### src/rtl/pollard_sequencer.sv
// Pollard p-1 controller: iterates a <- a^j mod n for j = 2..B and tests gcd(a-1, n).
// It drives one shared modexp engine and one gcd engine through start/done handshakes.
module pollard_sequencer #(
  parameter int unsigned WIDTH   = 32,
  parameter int unsigned BOUND_W = 8,
  parameter int unsigned TIMEOUT = 4096
) (
  input  logic               clk,
  input  logic               reset,
  input  logic               start,
  input  logic [WIDTH-1:0]   n,
  input  logic [BOUND_W-1:0] bound,
  output logic [WIDTH-1:0]   me_base,
  output logic [63:0]        me_exp,
  output logic [WIDTH-1:0]   me_mod,
  output logic               me_start,
  input  logic [WIDTH-1:0]   me_result,
  input  logic               me_done,
  output logic [WIDTH-1:0]   gcd_a,
  output logic [WIDTH-1:0]   gcd_b,
  output logic               gcd_start,
  input  logic [WIDTH-1:0]   gcd_result,
  input  logic               gcd_done,
  output logic               busy,
  output logic               done,
  output logic               found,
  output logic               timeout_err,
  output logic [WIDTH-1:0]   factor,
  output logic [BOUND_W-1:0] iter
);

  localparam int unsigned WdW = $clog2(TIMEOUT + 1);

  typedef enum logic [2:0] {
    StIdle, StSetup, StExpReq, StExpWait, StGcdReq, StGcdWait, StDone
  } state_e;

  state_e             state_q, state_d;
  logic [WIDTH-1:0]   n_q, n_d, a_q, a_d, factor_q, factor_d;
  logic [BOUND_W-1:0] bound_q, bound_d, j_q, j_d;
  logic [WdW-1:0]     wd_q, wd_d;
  logic               found_q, found_d, terr_q, terr_d;
  logic               wd_expired;

  always_ff @(posedge clk or negedge reset) begin
    if (!reset) begin
      state_q  <= StIdle;
      n_q      <= '0;
      a_q      <= WIDTH'(2);
      factor_q <= '0;
      bound_q  <= '0;
      j_q      <= BOUND_W'(2);
      wd_q     <= '0;
      found_q  <= 1'b0;
      terr_q   <= 1'b0;
    end else begin
      state_q  <= state_d;
      n_q      <= n_d;
      a_q      <= a_d;
      factor_q <= factor_d;
      bound_q  <= bound_d;
      j_q      <= j_d;
      wd_q     <= wd_d;
      found_q  <= found_d;
      terr_q   <= terr_d;
    end
  end

  assign wd_expired = (wd_q == WdW'(TIMEOUT - 1));

  always_comb begin
    state_d  = state_q;
    n_d      = n_q;
    a_d      = a_q;
    factor_d = factor_q;
    bound_d  = bound_q;
    j_d      = j_q;
    found_d  = found_q;
    terr_d   = terr_q;
    // Watchdog only accumulates while parked in a wait state; any state change clears it.
    wd_d     = '0;
    case (state_q)
      StIdle, StDone: begin
        if (start) begin
          state_d  = StSetup;
          n_d      = n;
          bound_d  = bound;
          found_d  = 1'b0;
          terr_d   = 1'b0;
          factor_d = '0;
          a_d      = WIDTH'(2);
          j_d      = BOUND_W'(2);
        end
      end
      StSetup: begin
        if (n_q < WIDTH'(4)) begin
          state_d = StDone;
        end else if (!n_q[0]) begin
          state_d  = StDone;
          found_d  = 1'b1;
          factor_d = WIDTH'(2);
        end else if (bound_q < BOUND_W'(2)) begin
          state_d = StDone;
        end else begin
          state_d = StExpReq;
        end
      end
      StExpReq: state_d = StExpWait;
      StExpWait: begin
        if (me_done) begin
          a_d     = me_result;
          state_d = StGcdReq;
        end else if (wd_expired) begin
          terr_d  = 1'b1;
          state_d = StDone;
        end else begin
          wd_d = wd_q + WdW'(1);
        end
      end
      StGcdReq: state_d = StGcdWait;
      StGcdWait: begin
        if (gcd_done) begin
          if ((gcd_result > WIDTH'(1)) && (gcd_result < n_q)) begin
            found_d  = 1'b1;
            factor_d = gcd_result;
            state_d  = StDone;
          end else if ((gcd_result == WIDTH'(1)) && (j_q < bound_q)) begin
            j_d     = j_q + BOUND_W'(1);
            state_d = StExpReq;
          end else begin
            state_d = StDone;
          end
        end else if (wd_expired) begin
          terr_d  = 1'b1;
          state_d = StDone;
        end else begin
          wd_d = wd_q + WdW'(1);
        end
      end
      default: state_d = StIdle;
    endcase
  end

  always_comb begin
    me_base     = '0;
    me_exp      = '0;
    me_mod      = '0;
    me_start    = 1'b0;
    gcd_a       = '0;
    gcd_b       = '0;
    gcd_start   = 1'b0;
    busy        = 1'b0;
    done        = 1'b0;
    found       = found_q;
    timeout_err = terr_q;
    factor      = factor_q;
    iter        = (state_q == StIdle) ? '0 : j_q;
    case (state_q)
      StSetup: busy = 1'b1;
      StExpReq, StExpWait: begin
        busy     = 1'b1;
        me_base  = a_q;
        me_exp   = 64'(j_q);
        me_mod   = n_q;
        me_start = (state_q == StExpReq);
      end
      StGcdReq, StGcdWait: begin
        busy      = 1'b1;
        // a is reduced mod n, so a == 0 means a-1 wraps to n-1.
        gcd_a     = (a_q == '0) ? (n_q - WIDTH'(1)) : (a_q - WIDTH'(1));
        gcd_b     = n_q;
        gcd_start = (state_q == StGcdReq);
      end
      StDone: done = 1'b1;
      default: ;
    endcase
  end

endmodule
### config.mk
export PLATFORM = sky130hd
export DESIGN_NAME = pollard_sequencer
export DESIGN_NICKNAME = d
export VERILOG_FILES = /design/src/rtl/pollard_sequencer.sv
export SDC_FILE = /design/constraint.sdc
export NUM_CORES = 1
export LEC_CHECK = 0
export CORE_ASPECT_RATIO = 1.25
export CORE_MARGIN = 4
export CORE_UTILIZATION = 48
export CTS_BUF_LIST = sky130_fd_sc_hd__clkbuf_8 sky130_fd_sc_hd__clkbuf_16
export CTS_CLUSTER_SIZE = 28
export DETAILED_ROUTE_END_ITERATION = 8
export GPL_TIMING_DRIVEN = 0
export PLACE_DENSITY = 0.87
export SETUP_SLACK_MARGIN = 0.2
export SLEW_MARGIN = 20
export SYNTH_ARGS = -nofsm -noshare
export SYNTH_HDL_FRONTEND = slang
export SYNTH_SLANG_ARGS = --single-unit
### constraint.sdc
create_clock -name clk -period 6.1 [get_ports clk]
set_input_delay 0.915 -clock clk [delete_from_list [all_inputs] [get_ports clk]]
set_output_delay 0.915 -clock clk [all_outputs]
set_load 0.02 [all_outputs]
== Yosys cells after proc, flatten, opt, wreduce, memory -nomap -nowiden ==
Cells that the tools add are included.
Cells by class
  muxes and demuxes: 49
  eq/ne operators: 18
  add/subtract/negate cells: 4
  magnitude comparators: 5
  reductions and logical operators: 17
Operators with widths (count)
  32-bit 2-to-1 mux: 12
  32-bit one-hot mux with 3 select lines: 1
  32-bit one-hot mux with 2 select lines: 1
  32-bit by 1-bit subtractor with 32-bit output (second input constant): 2
  8-bit 2-to-1 mux: 6
  13-bit 2-to-1 mux: 3
  32-bit by 1-bit equality test with 1-bit output (second input constant): 1
  32-bit by 1-bit greater-than comparator with 1-bit output (second input constant): 1
  32-bit zero test: 1
  32-bit by 3-bit less-than comparator with 1-bit output (second input constant): 1
  32-bit less-than comparator: 1
  3-bit 2-to-1 mux: 9
  13-bit one-hot mux with 2 select lines: 1
  2-bit inequality test (second input constant): 10
  3-bit one-hot mux with 6 select lines: 1
  8-bit one-hot mux with 2 select lines: 1
  13-bit by 1-bit adder with 13-bit output (second input constant): 1
  13-bit by 12-bit equality test with 1-bit output (second input constant): 1
  1-bit 2-to-1 mux: 12
  3-bit equality test (second input constant): 3
  8-bit by 1-bit adder with 8-bit output (second input constant): 1
  8-bit by 2-bit less-than comparator with 1-bit output (second input constant): 1
  8-bit less-than comparator: 1
  3-bit by 2-bit equality test with 1-bit output (second input constant): 2
  13 further kinds: 19
Word-level totals
  register bits: 130
  input port bits: 109

== Longest topological paths before layout ==
Gate-level depths: netlist of run 1.
  depth in word-level cells: 6
  depth in mapped cells: 15

== Worst setup path after synthesis of run 1 ==
No wires, ideal clock.
  path type: flip-flop to output port
  start: register a_q[30]
  end: output port gcd_a[20]
  buffers on the path: 3
  stages on the path, launching flop included: 16
  setup slack: 1.390 ns
  arrival: 3.795 ns
  cells stage by stage: dfrtp_1 > nor4_2 > nand4_2 > nor3_2 > clkbuf_1 > clkbuf_1 > a21oi_1 > ha_1 > nand2b_1 > nor2_1 > o311ai_0 > a21oi_1 > or3b_1 > buf_2 > nor3_1 > nor3b_1
On the way
  word-level cells in the longest chain between the ends: 3
Ends and longest elaborated chain
  from (decl): RTL line 39  | logic [WIDTH-1:0] n_q, n_d, a_q, a_d, factor_q, factor_d;
  from (signal assigned): RTL line 49  | a_q <= WIDTH'(2);
  from (signal assigned): RTL line 59  | a_q <= a_d;
  32-bit zero test: RTL line 170  | gcd_a = (a_q == '0) ? (n_q - WIDTH'(1)) : (a_q - WIDTH'(1));
  32-bit 2-to-1 mux: RTL line 170
  32-bit 2-to-1 mux: RTL line 158  | case (state_q)
  to (decl): RTL line 19  | output logic [WIDTH-1:0] gcd_a,
No other way between the ends.

== Final worst setup path of run 1 ==
  start: register a_q[11]
  end: output port gcd_a[22]
On the way
  word-level cells in the longest chain between the ends: 3
  elaborated cells between the ends (all ways): 4
  classes of those cells: add/sub (1); mux (2); reduce/logical (1)
Ends and longest elaborated chain (RTL line)
  32-bit by 1-bit subtractor with 32-bit output / 32-bit zero test (equally long branches): 170
  32-bit 2-to-1 mux *: 170
  32-bit 2-to-1 mux *: 158
Mark *: on every way between the ends. The rest lies on a longest branch, timed or not.

==> summary.txt, run 1 <==
Layout area overhead -> 46.51%
P_leak -> 5.702 nW
Via-to-Cell Ratio -> 5.783
Crit-path slowest cell -> clkdlybuf4s50_1
CTS sink cnt -> 130
WS Path Type -> reg2out
Worst setup EP type -> output pin
min Tclk post-route -> 5777 ps
worst-path cell chain -> nor4_4, nand4_2, nor3_4, buf_2, clkbuf_4, a21oi_1, ha_1, nand2b_1, nor2_1, o311ai_1, a21oi_2, or3b_1, buf_2, o31ai_1, a21oi_1, clkdlybuf4s50_1
gpl congestion -> 0.9804
peak supply drop -> 0.2820 mV
DRT antenna net count -> 0
GRT Total Usage -> 0.3389
max-cap viol count -> 0
DRT Pass-1 Iters -> 6
Critical Path RT -> 5180 ps
Max Slew Vio Count -> 0
post-synthesis register bit count -> 130
total global routing overflow -> 0
HP Class -> in2async
CORE AREA -> 18100 sq um
nets -> 1614
CTS root buffer -> clkbuf_16
sum of negative setup slack -> 0 ps
maximum clock path buffer count -> 2
EDFF count, synth -> 0
final hold viol count -> 0
first-pass GRT wire length -> 54170 um
vias in the first global route -> 9959
outcome -> finished clean
initial drt markers -> 967
# IOs -> 347
Die Ht -> 159.9 um
Core Rows -> 55
Placed Area -> 12310 sq um
Setup WS pre-CTS -> -241.5 ps
PD cells -> 482.1 nW/um^2
via count -> 9860
Post-synth top flop -> dfrtp_1
Clk Latency, worst-skew pair -> 430 ps
Synth async-reset ratio -> 1.000
die width -> 129.5 um
Syn. warnings -> 0
final WL -> 36050 um
Final setup viols -> 0
Synth Instances -> 1094
Clock Skew -> 9.485 ps
Syn Area/Cell -> 8.101 sq um
Filler cells -> 1437
post-route cell area -> 12980 sq um
CTS tree -> yes
# DRC -> 0
largest net degree at the start of global routing -> 70
CP peak stage delay -> 650 ps
Worst EP arrival -> 4860 ps
Worst Path Max Fanout -> 10
synth unique cells -> 68
die area -> 20710 sq um
share of cells above drive strength 1 -> 0.09214
period utilization -> 0.9470
PortBufs -> 290
startpoint types -> flip-flop
CTS clk-pin slew, worst paths -> 60 ps
Synth Cell Area -> 8862 sq um
Seq/Total Area, Yosys -> 0.3674
initial core utilization -> 0.4897
PnR worst setup slack -> 323.3 ps
H-tree depth -> 4
max_slew headroom -> 0.2960
DP Wirelength -> 28190 um
max frequency -> 173.1 MHz
CTS buffer count -> 17
Worst Tran Pin Value -> 1056 ps
antenna violations before repair -> 2
RSZ-0062 raised after global routing -> false
routed length per instance -> 21.14 um
-- registers in the layout, summed over array words and instances (netlist names) --
signal / count
a_q: 32
bound_q: 8
factor: 32
found: 1
j_q: 8
n_q: 32
state_q: 3
timeout_err: 1
wd_q: 13
-- Yosys cell counts, types with 17 or more instances --
cell | n | area share
dfrtp_1 | 128 | 0.36
ha_1 | 41 | 0.058
nor3_1 | 19 | 0.011
a22o_1 | 32 | 0.032
o21ai_0 | 97 | 0.055
inv_1 | 49 | 0.021
and2_1 | 45 | 0.032
clkbuf_1 | 46 | 0.019
nor2_1 | 133 | 0.056
a21oi_1 | 61 | 0.034
a21o_1 | 17 | 0.014
nand2_1 | 140 | 0.059
buf_4 | 56 | 0.047
-- metal layers --
layer	part of all wire	global-route usage
met1	0.36	0.3935
met2	0.49	0.5764
met3	0.091	0.07427
met4	0.057	0.1819
met5	0.00036	0
-- critical path: cells and delay by family (launching register included) --
kind	cells	cell delay, ps
adder cells (fa/ha/maj)	1	260
AO/OA/AOI/OAI	5	850
buffers and inverters	4	1460
AND/OR/NAND/NOR	6	1350
flip-flops	1	500
-- final timing paths --
check / cells after the start / endpoint / startpoint / slack [ps]
setup reg to reg: 11 / factor[29] / n_q[22] / 2860
hold reg to reg: 1 / wd_q[0] / wd_q[0] / 480
setup / recovery: 16 / gcd_a[22] / a_q[11] / 320
max in group asynchronous: 2 / a_q[1] / reset / 4910
hold / removal: 1 / factor[18] / reset / 420
min in group clk: 1 / wd_q[0] / wd_q[0] / 480
-- metrics by stage --
step                      utilization  cells  total power [W]  hold slack, ps
after floorplan                     -   1149         0.003514           453.5
after global placement         0.6772   1667         0.004971           474.4
after detailed placement       0.6801   1669         0.005053           475.5
after CTS                      0.7150   1701         0.006158           439.3
after global routing           0.7174   1705         0.006577           450.2
final                          0.7174   1705         0.006260           420.5
-- logic make-up (layout without fill, tap and decap cells) --
group	after synthesis	after routing	share of synthesized area
AOI/OAI and AO/OA	265	265	0.1886
xor gates and xnor gates	25	25	0.02471
buffers and inverters	158	485	0.09135
adders and majority gates	41	41	0.05788
DFF	130	130	0.3674
other	1	57	0.0004231
and+or+nand+nor	467	467	0.2612
muxes	7	7	0.008471
-- cells in the final DEF (no fill, tap or decap), drive strengths merged, types with 12 or more instances in the layout --
cell           Yosys  layout
nand3             14      14
nor4              19      19
nor2b             15      15
a21o              17      17
a22o              33      33
clkdlybuf4s50      0     287
nand4             16      16
a21oi             61      61
xnor2             16      16
buf               63      71
o21ai             97      97
dfrtp            128     128
clkbuf            46      63
nor3              23      23
nand2b            15      15
nor2             133     133
ha                41      41
nand2            140     140
inv               49      50
and2              46      46
conb               1      56
or3               12      12
-- cell type report --
type / instances / area (sq um) / area share
diodes: 1 / 2.502 / 0.0001927
plain buffers: 109 / 630.6 / 0.04857
clock inverters: 13 / 161.4 / 0.01243
inverters: 49 / 183.9 / 0.01417
well taps: 228 / 285.3 / 0.02197
multi-input cells: 861 / 5047 / 0.3887
clock buffers: 18 / 439.2 / 0.03382
flip-flops and latches: 130 / 3256 / 0.2507
repair buffers: 296 / 2978 / 0.2294
-- power by group --
part | switching [W] | internal (W) | total, W
clock | 0.000407 | 0.000651 | 0.00106
sequential | 0.000334 | 0.00113 | 0.00146
combinational | 0.00233 | 0.00141 | 0.00374
-- what timing repair did --
item / in CTS / in global routing
endpoints found under the hold margin: 0 / 0
setup endpoints to repair: 13 / 8
hold buffers: 0 / 0
buffers inserted: 1 / 3
pin swaps: 1 / 0
resized for setup: 6 / 6
No activity file was read; power rests on OpenSTA's default activity.
==> run 2: changes to the inputs <==
--- a/config.mk
+++ b/config.mk
@@ -9,6 +9,7 @@
 export CORE_MARGIN = 4
 export CORE_UTILIZATION = 48
 export CTS_BUF_LIST = sky130_fd_sc_hd__clkbuf_8 sky130_fd_sc_hd__clkbuf_16
+export CTS_CLUSTER_DIAMETER = 200
 export CTS_CLUSTER_SIZE = 28
 export DETAILED_ROUTE_END_ITERATION = 8
 export GPL_TIMING_DRIVEN = 0
@@ -18,3 +19,4 @@
 export SYNTH_ARGS = -nofsm -noshare
 export SYNTH_HDL_FRONTEND = slang
 export SYNTH_SLANG_ARGS = --single-unit
+export TNS_END_PERCENT = 100
==> results of run 2 <==
No change in the layout: final DEF, timing and power equal those of run 1.
